### config.mk
export PLATFORM = sky130hd
export DESIGN_NAME = xnor_row_seq
export DESIGN_NICKNAME = d
export VERILOG_FILES = /design/src/rtl/xnor_row_seq.sv
export SDC_FILE = /design/constraint.sdc
export NUM_CORES = 1
export LEC_CHECK = 0
export ABC_AREA = 0
export BUFFER_PORTS_ARGS = -buffer_cell sky130_fd_sc_hd__buf_2
export CAP_MARGIN = 15
export CORE_UTILIZATION = 40
export CTS_BUF_LIST = sky130_fd_sc_hd__clkbuf_4 sky130_fd_sc_hd__clkbuf_8
export DETAILED_ROUTE_END_ITERATION = 10
export SLEW_MARGIN = 30
export SYNTH_ARGS = -nofsm -noshare
export SYNTH_HDL_FRONTEND = slang
export SYNTH_SLANG_ARGS = --single-unit
### constraint.sdc
create_clock -name clk -period 5.7 [get_ports clk]
set_clock_uncertainty 0.2 [all_clocks]
set_input_delay 0 -clock clk [delete_from_list [all_inputs] [get_ports clk]]
set_output_delay 0 -clock clk [all_outputs]
set_load 0.05 [all_outputs]
### src/rtl/xnor_row_seq.sv
// Frame sequencer for the 7-bit XNOR binary neuron: a 7x7 weight kernel, row-wise
// XNOR/popcount accumulation, and a thresholded result over a valid/ready port.

module xnor_lane (
    input  logic a,
    input  logic b,
    output logic m
);
    assign m = ~(a ^ b);
endmodule

module xnor_row_seq #(
    parameter int ROWS  = 7,
    parameter int WIDTH = 7,
    parameter int ACC_W = 6
) (
    input  logic             clk,
    input  logic             rst_n,
    input  logic             w_load,
    input  logic [2:0]       w_addr,
    input  logic [WIDTH-1:0] w_data,
    input  logic [ACC_W-1:0] thresh,
    input  logic             img_valid,
    output logic             img_ready,
    input  logic [WIDTH-1:0] img_row,
    output logic             res_valid,
    input  logic             res_ready,
    output logic [ACC_W-1:0] res_sum,
    output logic             res_bit,
    output logic             busy
);
    localparam int PC_W = $clog2(WIDTH + 1);
    localparam logic [2:0] LAST_ROW = 3'(ROWS - 1);

    typedef enum logic [1:0] {IDLE, ACCUM, DONE} state_t;

    state_t                      state;
    logic [2:0]                  row_cnt;
    logic [ACC_W-1:0]            acc;
    logic [ACC_W-1:0]            thr_q;
    logic [ROWS-1:0][WIDTH-1:0]  weight;

    logic [WIDTH-1:0] cur_w;
    logic [WIDTH-1:0] match;
    logic [PC_W-1:0]  pc;
    logic [ACC_W-1:0] sum_next;
    logic             accept;

    assign cur_w = weight[row_cnt];

    xnor_lane u_lane [WIDTH-1:0] (
        .a (img_row),
        .b (cur_w),
        .m (match)
    );

    always_comb begin
        pc = '0;
        for (int i = 0; i < WIDTH; i++)
            pc = pc + PC_W'(match[i]);
    end

    assign sum_next  = acc + ACC_W'(pc);
    // A weight write in IDLE blocks frame start so the two never share a cycle.
    assign img_ready = rst_n && (state != DONE) && !(state == IDLE && w_load);
    assign accept    = img_valid && img_ready;
    assign busy      = (state != IDLE);

    always_ff @(posedge clk) begin
        if (!rst_n) begin
            state     <= IDLE;
            row_cnt   <= '0;
            acc       <= '0;
            thr_q     <= '0;
            weight    <= '0;
            res_valid <= 1'b0;
            res_sum   <= '0;
            res_bit   <= 1'b0;
        end else begin
            case (state)
                IDLE: begin
                    if (w_load && (w_addr <= LAST_ROW))
                        weight[w_addr] <= w_data;
                    if (accept) begin
                        thr_q   <= thresh;
                        acc     <= ACC_W'(pc);
                        row_cnt <= 3'd1;
                        state   <= ACCUM;
                    end
                end
                ACCUM: begin
                    if (accept) begin
                        if (row_cnt == LAST_ROW) begin
                            res_sum   <= sum_next;
                            res_bit   <= (sum_next >= thr_q);
                            res_valid <= 1'b1;
                            acc       <= '0;
                            row_cnt   <= '0;
                            state     <= DONE;
                        end else begin
                            acc     <= sum_next;
                            row_cnt <= row_cnt + 3'd1;
                        end
                    end
                end
                DONE: begin
                    // res_sum/res_bit stay at their last value after the handshake.
                    if (res_valid && res_ready) begin
                        res_valid <= 1'b0;
                        state     <= IDLE;
                    end
                end
                default: state <= IDLE;
            endcase
        end
    end
endmodule

* Yosys cells after proc, flatten, opt, wreduce, memory -nomap -nowiden
Index checks and enable logic that the tools add are counted.
Operators by class: mux-type cells 22, bitwise operators 14, shift operators 0, equality and inequality tests 8, multiply operators 0, div/mod/pow operators 0, add/subtract/negate cells 8, magnitude comparators 5, reduce and logical (&&, ||, !) cells 18
Operator list (number):
- $bwmux W49 | 1
- $bmux W7 S3 | 1
- $demux W7 S3 | 1
- $mux W6 | 3
- $mux W7 | 2
- $add A3 B1 Y3 | 4
- $pmux W6 S2 | 1
- $ne A2 B2 Y1 const B | 5
- $mux W3 | 3
- $lt A3 B4 Y1 const B | 2
- $mux W2 | 4
- $reduce_and A4 Y1 | 2
- $logic_and A1 B1 Y1 | 7
- $not A1 Y1 | 7
- $xor A1 B1 Y1 | 7
- $add A6 B3 Y6 | 1
- $ge A6 B6 Y1 | 1
- $pmux W2 S3 | 1
- $pmux W3 S2 | 1
- $reduce_and A3 Y1 | 2
- $reduce_bool A2 Y1 | 3
- $reduce_and A2 Y1 | 2
- $add A2 B1 Y3 | 1
- $add A3 B1 Y3 const B | 1
- 10 further kinds | 12
Storage, ports and cells: bits in latches 0, logic and storage cells 89, input port bits 28, register bits 74, RAM bits 0, memories kept 0, memory bits (read-only) 0

* Logic depth before layout (Yosys ltp)
Gate-level depths: netlist of the first run.
depth after elaboration 14, gate-level depth with buffers 21

* Cells and area by module
A second synthesis of the first run with hierarchy kept.
Unflattened totals: cells, all modules 411, area total of the unflattened synthesis 3885.0 um^2
By module, submodules not included:
- xnor_row_seq | seq. area each 1481.4 um^2, area each 3823.7 um^2, cells an instance 404, times used 1
- xnor_lane | seq. area each 0.0 um^2, area each 8.8 um^2, cells an instance 1, times used 7

* Worst setup path before layout of the first run
No wires, ideal clock.
kind flip-flop to flip-flop, start point register row_cnt[1], end point register res_bit, setup slack 0.527 ns, period minus slack after synthesis 5.173 ns, buffers on the path 2, arrival 4.850 ns, library setup time 0.123 ns, cell stages (with the launch flop) 22, cell sequence dfxtp_1 > buf_4 > buf_6 > mux2i_1 > or2_2 > a31oi_1 > xnor2_1 > fa_1 > fa_1 > fa_1 > inv_1 > fa_1 > inv_1 > ha_1 > a211oi_1 > nor3_1 > xnor2_1 > inv_1 > ha_1 > and4_1 > a21oi_1 > a31oi_1
On the way: cells in the longest elaborated chain, start to end 12
RTL lines:
- start, declared | RTL line 38 | logic [2:0] row_cnt;
- start signal, assigned | RTL line 102 | row_cnt <= row_cnt + 3'd1;
- $bmux W7 S3 (*) | RTL line 49 | assign cur_w = weight[row_cnt];
- $mux W7 (not written as such) (*) | RTL line 49
- $xor A1 B1 Y1 | RTL line 9 | assign m = ~(a ^ b);
- $not A1 Y1 | RTL line 9
- $add A1 B1 Y2 | RTL line 60 | pc = pc + PC_W'(match[i]);
- $add A2 B1 Y3 | RTL line 60
- $add A3 B1 Y3 (3 in series) | RTL line 60
- $add A3 B1 Y3 (*) | RTL line 60
- $add A6 B3 Y6 (*) | RTL line 63 | assign sum_next = acc + ACC_W'(pc);
- net sum_next[5] | RTL line 46 | logic [ACC_W-1:0] sum_next;
- $ge A6 B6 Y1 (*) | RTL line 95 | res_bit <= (sum_next >= thr_q);
- end signal, assigned | RTL line 95
- end, declared | RTL line 29 | output logic res_bit,
Mark *: on every way through the listed nets, which the timed path passes. The rest lies on a longest branch. The select of a mux whose other input is x is not followed. A chain may end at the register's enable or synchronous reset.

* Worst setup path after layout of the first run
Ends and elaborated chain as after synthesis.

==> impl_metrics.tcl, run 1 <==
set metrics [dict create \
    post-cts-setup-buffers 0 \
    syn-instance-count 439 \
    async_flop_share 0 \
    finalCritPeriodShare 0.938 \
    path_max_fanout 27 \
    pin_count 38 \
    grt_start_max_net_pins 64 \
    numCtsBuffers 9 \
    crit_arrival_ns 5.36 \
    synth-compound-area-share 0.153 \
    max_stage_delay_ns 0.52 \
    power_frac_seq 0.414 \
    n_antenna_cell 0 \
    p_sw_uw 380 \
    cts_root_buffer "clkbuf_8" \
    clk_pin_slew_worst_paths_ns 0.09 \
    yosys_warnings 0 \
    gp_congestion 0.803 \
    setup_viol 0 \
    power_density_mw_per_mm2 285 \
    route.vias.total 3242 \
    drc 0 \
    path_cells "buf_12, mux2i_1, or2_2, a31oi_1, xnor2_1, fa_1, fa_1, fa_1, inv_1, fa_1, inv_1, ha_1, a211oi_1, buf_4, o21bai_1, o21a_1, ha_1, a21oi_1, nor2b_1, o21ai_0, a31oi_1" \
    cpMostUsedCell "fa_1" \
    synthSimpleGateAreaFrac 0.219 \
    synthAdderAreaFrac 0.0567 \
    yosysSeqAreaShare 0.395 \
    syn2layout_area_growth_pct 21.1 \
    fp.dieH_um 98.9 \
    min_period_ns 5.34 \
    path_buf_inv 4 \
    cts.sinks 74 \
    detail_route.wl_per_cell_um 15.5 \
    dp_hpwl_mm 6.35 \
    drv_cap 0 \
    grt_pass1_vias 2985 \
    finalHoldViolations 0 \
    clk_path_buf_depth 2 \
    cp_num_cells 21 \
    grt_setup_unrepaired "false" \
    report.final.slew_viol_count 0 \
    synth_xor_area_frac 0.0233 \
    cpLargestDelayFamily "adder cells" \
    vias_per_cell 5.33 \
    ant_nets 0 \
    peakVddDrop_v 0.000162 \
    start_util 0.422 \
    clk_latency_ns 0.35 \
    critPathKind "register to register" \
    syn_nets 481 \
    wl_mm 9.45 \
    fp.coreArea_mm2 0.00889 \
    synth.mux.area_fraction 0.0960 \
    die_x_um 98.9 \
    fmax_ghz 0.187 \
    track_usage 0.201 \
    grt-ovfl-total 0 \
    comb_power_share 0.218 \
    yosys_most_used_dff "dfxtp_1" \
    port_buffers 37 \
    yosysUniqueCellTypes 46 \
    hp-class "input port to register" \
    mostFrequentLayoutCells "dfxtp_1, nand2_1, a21oi_1" \
    leakage_uw 0.00167 \
    tightest_slew_ns 0.719 \
    die_area_mm2 0.00978 \
    drive_gt1_frac 0.160 \
    power.share.clock 0.369 \
    num_rows 34 \
    cp.required_ns 5.71 \
    min_delay_path_depth 5 \
    crit_path_end_kind "register" \
    antenna_found_initial 0 \
    p_sw_frac 0.293 \
    outcome "finished clean" \
    fin_nets 537 \
    dr.first_iter.drc_count 100 \
    layout_commonest_cell "dfxtp_1" \
    netlist_area_mm2 0.00375 \
    crit_slowest_cell "fa_1" \
    slew-limit-headroom 0.518 \
    r2r_cells 21 \
    avgSynthCellArea_um2 8.55 \
    ctsHtreeMaxLevel 3 \
    cts_tree "built" \
    ys_ff_latch 74 \
    firstDrtPassIters 4 \
    p_total_uw 1300 \
    p_int_uw 916 \
    synth_top_family_by_area "simple AND/OR/NAND/NOR gates" \
    fin_setup_tns_ns 0 \
    critPathLaunchType "register" \
    synth_edf_count 0 \
    grt_pass1_wl_mm 15.2 \
]
==> cell families (layout without fill, tap and decap cells) <==
| group | count (synthesis) | count (layout) |
|---|---|---|
| compound gates | 94 | 94 |
| flops | 74 | 74 |
| buf+inv | 46 | 107 |
| simple gates | 165 | 165 |
| fa+ha+maj | 14 | 14 |
| mux | 36 | 36 |
| xor+xnor | 10 | 10 |
==> registers in the layout (all words and copies together) (netlist names) <==
signal     flops
acc            6
weight        49
res_bit        1
res_sum        6
res_valid      1
row_cnt        3
state          2
thr_q          6
==> final cells by class <==
type	instances	area (um^2)
fill	861	4350
multi-input combinational	319	2080
sequential	74	1480
timing repair buffer	74	546
clock buffer	10	138
tap	108	135
clock inverter	6	97.6
inverter	17	66.3
==> worst paths after layout <==
| kind | start | endpoint | slack, ns |
|---|---|---|---|
| worst max-delay path | row_cnt[1]$_SDFFE_PN0P_ | res_bit$_SDFFE_PN0P_ | 0.36 |
| worst min-delay path | w_addr[0] | weight[6]$_SDFFE_PN0P_ | 0.04 |
| worst max register to register | row_cnt[1]$_SDFFE_PN0P_ | res_bit$_SDFFE_PN0P_ | 0.36 |
| worst min register to register | weight[13]$_SDFFE_PN0P_ | weight[13]$_SDFFE_PN0P_ | 0.26 |
==> routing by layer <==
layer / vias to the layer above / track usage / wire length, um
met1: 1520 / 0.259 / 4430
li1: 1637 / - / -
met3: 11 / 0.0475 / 341
met2: 74 / 0.334 / 4520
met4: 0 / 0.0574 / 159
met5: - / 0 / 0
==> metrics by stage <==
| stage | util | instances | setup WS [ns] | instance area (um^2) | hold slack [ns] |
|---|---|---|---|---|---|
| 2_1_floorplan | - | 439 | 0.527 | 3750 | -0.0528 |
| 3_3_place_gp | 0.452 | 564 | 0.386 | 4020 | 0.0354 |
| 3_5_place_dp | 0.453 | 564 | 0.226 | 4030 | 0.0420 |
| 4_1_cts | 0.511 | 608 | 0.213 | 4540 | 0.0180 |
| 5_1_grt | 0.511 | 608 | 0.0631 | 4550 | 0.0442 |
| 6_report | 0.511 | 608 | 0.356 | 4550 | 0.0430 |
==> worst min-delay path, delay by kind of cell <==
family,cells,cell delay [ns]
AOI/OAI and AO/OA,1,0.05
buffers and inverters,2,0.33
and+or+nand+nor,2,0.16
==> cell usage after synthesis, drive strengths merged (2+ instances only) <==
library cell / count / area (um^2)
mux2i: 36 / 360
nor2b: 10 / 62.6
nand3: 43 / 215
a211oi: 2 / 15.0
clkbuf: 16 / 60.1
ha: 9 / 113
inv: 17 / 63.8
or2: 8 / 50.1
o21bai: 2 / 15.0
a21oi: 50 / 250
o21a: 2 / 15.0
dfxtp: 74 / 1480
a22o: 9 / 78.8
nand2b: 2 / 12.5
nor3: 4 / 31.3
xnor2: 9 / 78.8
nand2: 62 / 233
o2bb2ai: 2 / 17.5
o21ai: 8 / 40.0
o211a: 3 / 30.0
nor2: 22 / 82.6
buf: 13 / 91.3
a31oi: 10 / 62.6
o22ai: 2 / 12.5
fa: 5 / 100
nand3b: 3 / 22.5
and3: 2 / 12.5
==> repair_timing <==
item,4_1_cts,5_1_grt
resized for setup,0,3
hold buffers,28,0
hold endpoints to repair,67,0
setup endpoints to repair,0,1
==> power by group through the flow <==
stage	Combinational [uW]	Clock [uW]	Sequential [uW]
final	282	478	536
after global routing	318	511	538
after CTS	281	487	536
after detailed placement	266	0	548
after global placement	260	0	548
after floorplan	195	0	544
Power figures use the tool's default switching activity.
==> run 2, diff against run 1 <==
CORE_UTILIZATION = 61   (was 40)
PLACE_DENSITY = 0.82   (was unset)
==> run 2 against run 1 <==
  * Global-route usage grew 11 points
  * Count of clock-buffer cells in the layout is the same
  * Flip-flop and latch count is the same
  * Via count grew 5.0%
  * Sequential share of layout area grew 0.31 points
  * Sequential power is essentially flat
  * Die area shrank 34%
  * Core utilization grew 25 points
  * Clock power shrank 17%
  * Critical path depth shrank 2
  * Final cell count shrank 5.3%
  * Worst hold slack gained 0.0025 ns
  * Critical path type unchanged
  * Largest cell class unchanged
==> impl_metrics.tcl, run 2 (synthesis results as in run 1) <==
set metrics [dict create \
    ant_nets 0 \
    grt_pass1_wl_mm 15.2 \
    r2r_slack_ns 0.25 \
    clk_latency_ns 0.35 \
    fp.dieH_um 80.4 \
    peakVddDrop_v 0.000239 \
    route.vias.total 3403 \
    fmax_ghz 0.183 \
    track_usage 0.314 \
    layout_commonest_cell "dfxtp_1" \
    crit_start "row_cnt[1]$_SDFFE_PN0P_" \
    gp_congestion 0.833 \
    p_sw_frac 0.301 \
    detail_route.wl_per_cell_um 17.0 \
    ff_latch_area_mm2 0.00148 \
    tightest_slew_ns 0.707 \
    final_area_mm2 0.00450 \
    largest_reg_flops 49 \
    finalNonFillerCells 576 \
    r2r_cells 19 \
    grt_start_max_net_pins 64 \
    power_density_mw_per_mm2 275 \
    wl_mm 9.80 \
    path_max_fanout 14 \
    vias_per_cell 5.91 \
    hp-class "input port to register" \
    comb_power_share 0.244 \
    num_rows 28 \
    cts_root_buffer "clkbuf_8" \
    fin_nets 538 \
    dr.first_iter.drc_count 250 \
    antenna_found_initial 1 \
    rr_startpoint "row_cnt[1]$_SDFFE_PN0P_" \
    grt-ovfl-total 0 \
    port_buffers 37 \
    clk_path_buf_depth 2 \
    report.final.slew_viol_count 0 \
    min_period_ns 5.45 \
    crit_arrival_ns 5.46 \
    fp.coreArea_mm2 0.00592 \
    whs_ns 0.0455 \
    grt_pass1_vias 3213 \
    clk_pin_slew_worst_paths_ns 0.07 \
    finalCritPeriodShare 0.956 \
    start_util 0.634 \
    crit_path_end_kind "register" \
    power.share.clock 0.322 \
    outcome "finished clean" \
    endpoint "res_bit$_SDFFE_PN0P_" \
    reg2reg_to "res_bit$_SDFFE_PN0P_" \
    placed_cells 531 \
    die_area_mm2 0.00647 \
    drc 0 \
    drv_cap 0 \
    multi_input_area_mm2 0.00210 \
    critPathLaunchType "register" \
    drive_gt1_frac 0.172 \
    regMostFlops "weight" \
    cts.sinks 74 \
    dpl_cell_area_mm2 0.00398 \
    fill_cells 410 \
    pin_count 38 \
    setup_viol 0 \
    dp_hpwl_mm 6.00 \
    ctsHtreeMaxLevel 3 \
    p_int_uw 866 \
    firstDrtPassIters 5 \
    numCtsBuffers 9 \
    slew-limit-headroom 0.526 \
    cts_tree "built" \
    leakage_uw 0.00166 \
    syn2layout_area_growth_pct 20.0 \
    power_frac_seq 0.434 \
    die_x_um 80.4 \
    finalHoldViolations 0 \
    p_sw_uw 372 \
    mostFrequentLayoutCells "dfxtp_1, nand2_1, a21oi_1" \
    cp.required_ns 5.70 \
    p_total_uw 1240 \
    critPathKind "register to register" \
]
==> run 2: cell count changes in the layout (fill, tap and decap cells not counted), sizes merged <==
cell	before	now
clkbuf	10	11
clkinv	2	3
clkinvlp	0	1
buf	46	48
inv	19	17
diode	0	1
dlygate4sd3	28	26
bufinv	2	1
==> run 2: stage by stage <==
step,setup WS [ns],utilization,setup TNS [ns]
floorplan,0.527,-,0
global placement,0.365,0.672,0
detailed placement,0.135,0.673,0
CTS,0.111,0.749,0
global route,-0.0595,0.761,-0.0595
finish,0.249,0.761,0
==> run 2: how the worst min path moves through the flow <==
| stage | startpoint | endpoint | slack (ns) | cells after the start |
|---|---|---|---|---|
| after floorplan | w_data[0] | weight[42]$_SDFFE_PN0P_ | -0.05 | 2 |
| after global placement | thresh[4] | thr_q[4]$_SDFFE_PN0P_ | 0.04 | 3 |
| after detailed placement | thresh[4] | thr_q[4]$_SDFFE_PN0P_ | 0.05 | 3 |
| after CTS | w_addr[0] | weight[29]$_SDFFE_PN0P_ | 0.03 | 5 |
| after global routing | w_addr[0] | weight[19]$_SDFFE_PN0P_ | 0.06 | 5 |
| final | w_addr[0] | weight[19]$_SDFFE_PN0P_ | 0.05 | 5 |
==> run 2: worst max-delay path, cell delays in order, from the launching register on <==
cell     delay, ns
dfxtp_2       0.38
buf_12        0.17
mux2i_1       0.10
or2_2         0.29
a31oi_1       0.19
xnor2_1       0.17
fa_1          0.51
fa_1          0.53
fa_1          0.43
inv_1         0.08
fa_1          0.46
fa_1          0.45
nor2b_1       0.15
o21ai_0       0.14
xor2_1        0.27
inv_1         0.10
ha_1          0.29
nor2b_1       0.13
o21ai_0       0.14
a31oi_1       0.10
==> run 2: timing repair <==
item	in CTS	in global routing
endpoints found under the hold margin	67	0
hold buffers	26	0
setup endpoints to repair	0	1
resized for setup	0	8
buffers inserted	0	2
==> run 2: metal layers <==
| layer | share of wire | wire (um) | global-route usage | up-vias |
|---|---|---|---|---|
| li1 | - | - | - | 1640 |
| met1 | 0.42 | 4080 | 0.381 | 1614 |
| met2 | 0.50 | 4890 | 0.530 | 119 |
| met3 | 0.054 | 530 | 0.0670 | 30 |
| met4 | 0.031 | 304 | 0.138 | 0 |
| met5 | 0 | 0 | 0 | - |
==> run 2: final cells by class <==
type | instances | share of cell area
Clock inverter | 5 | 0.0125
Timing Repair Buffer | 75 | 0.126
Tap cell | 75 | 0.0208
Clock buffer | 10 | 0.0292
Antenna cell | 1 | 0.000556
Inverter | 17 | 0.0147
Multi-Input combinational cell | 319 | 0.467
Sequential cell | 74 | 0.330
==> run 2: power by group through the flow <==
| stage | clock network (uW) | logic (uW) | registers [uW] |
|---|---|---|---|
| after floorplan | 0 | 195 | 544 |
| after global placement | 0 | 248 | 548 |
| final | 398 | 302 | 537 |
| after detailed placement | 0 | 257 | 549 |
| after CTS | 401 | 273 | 537 |
| after global routing | 423 | 331 | 539 |
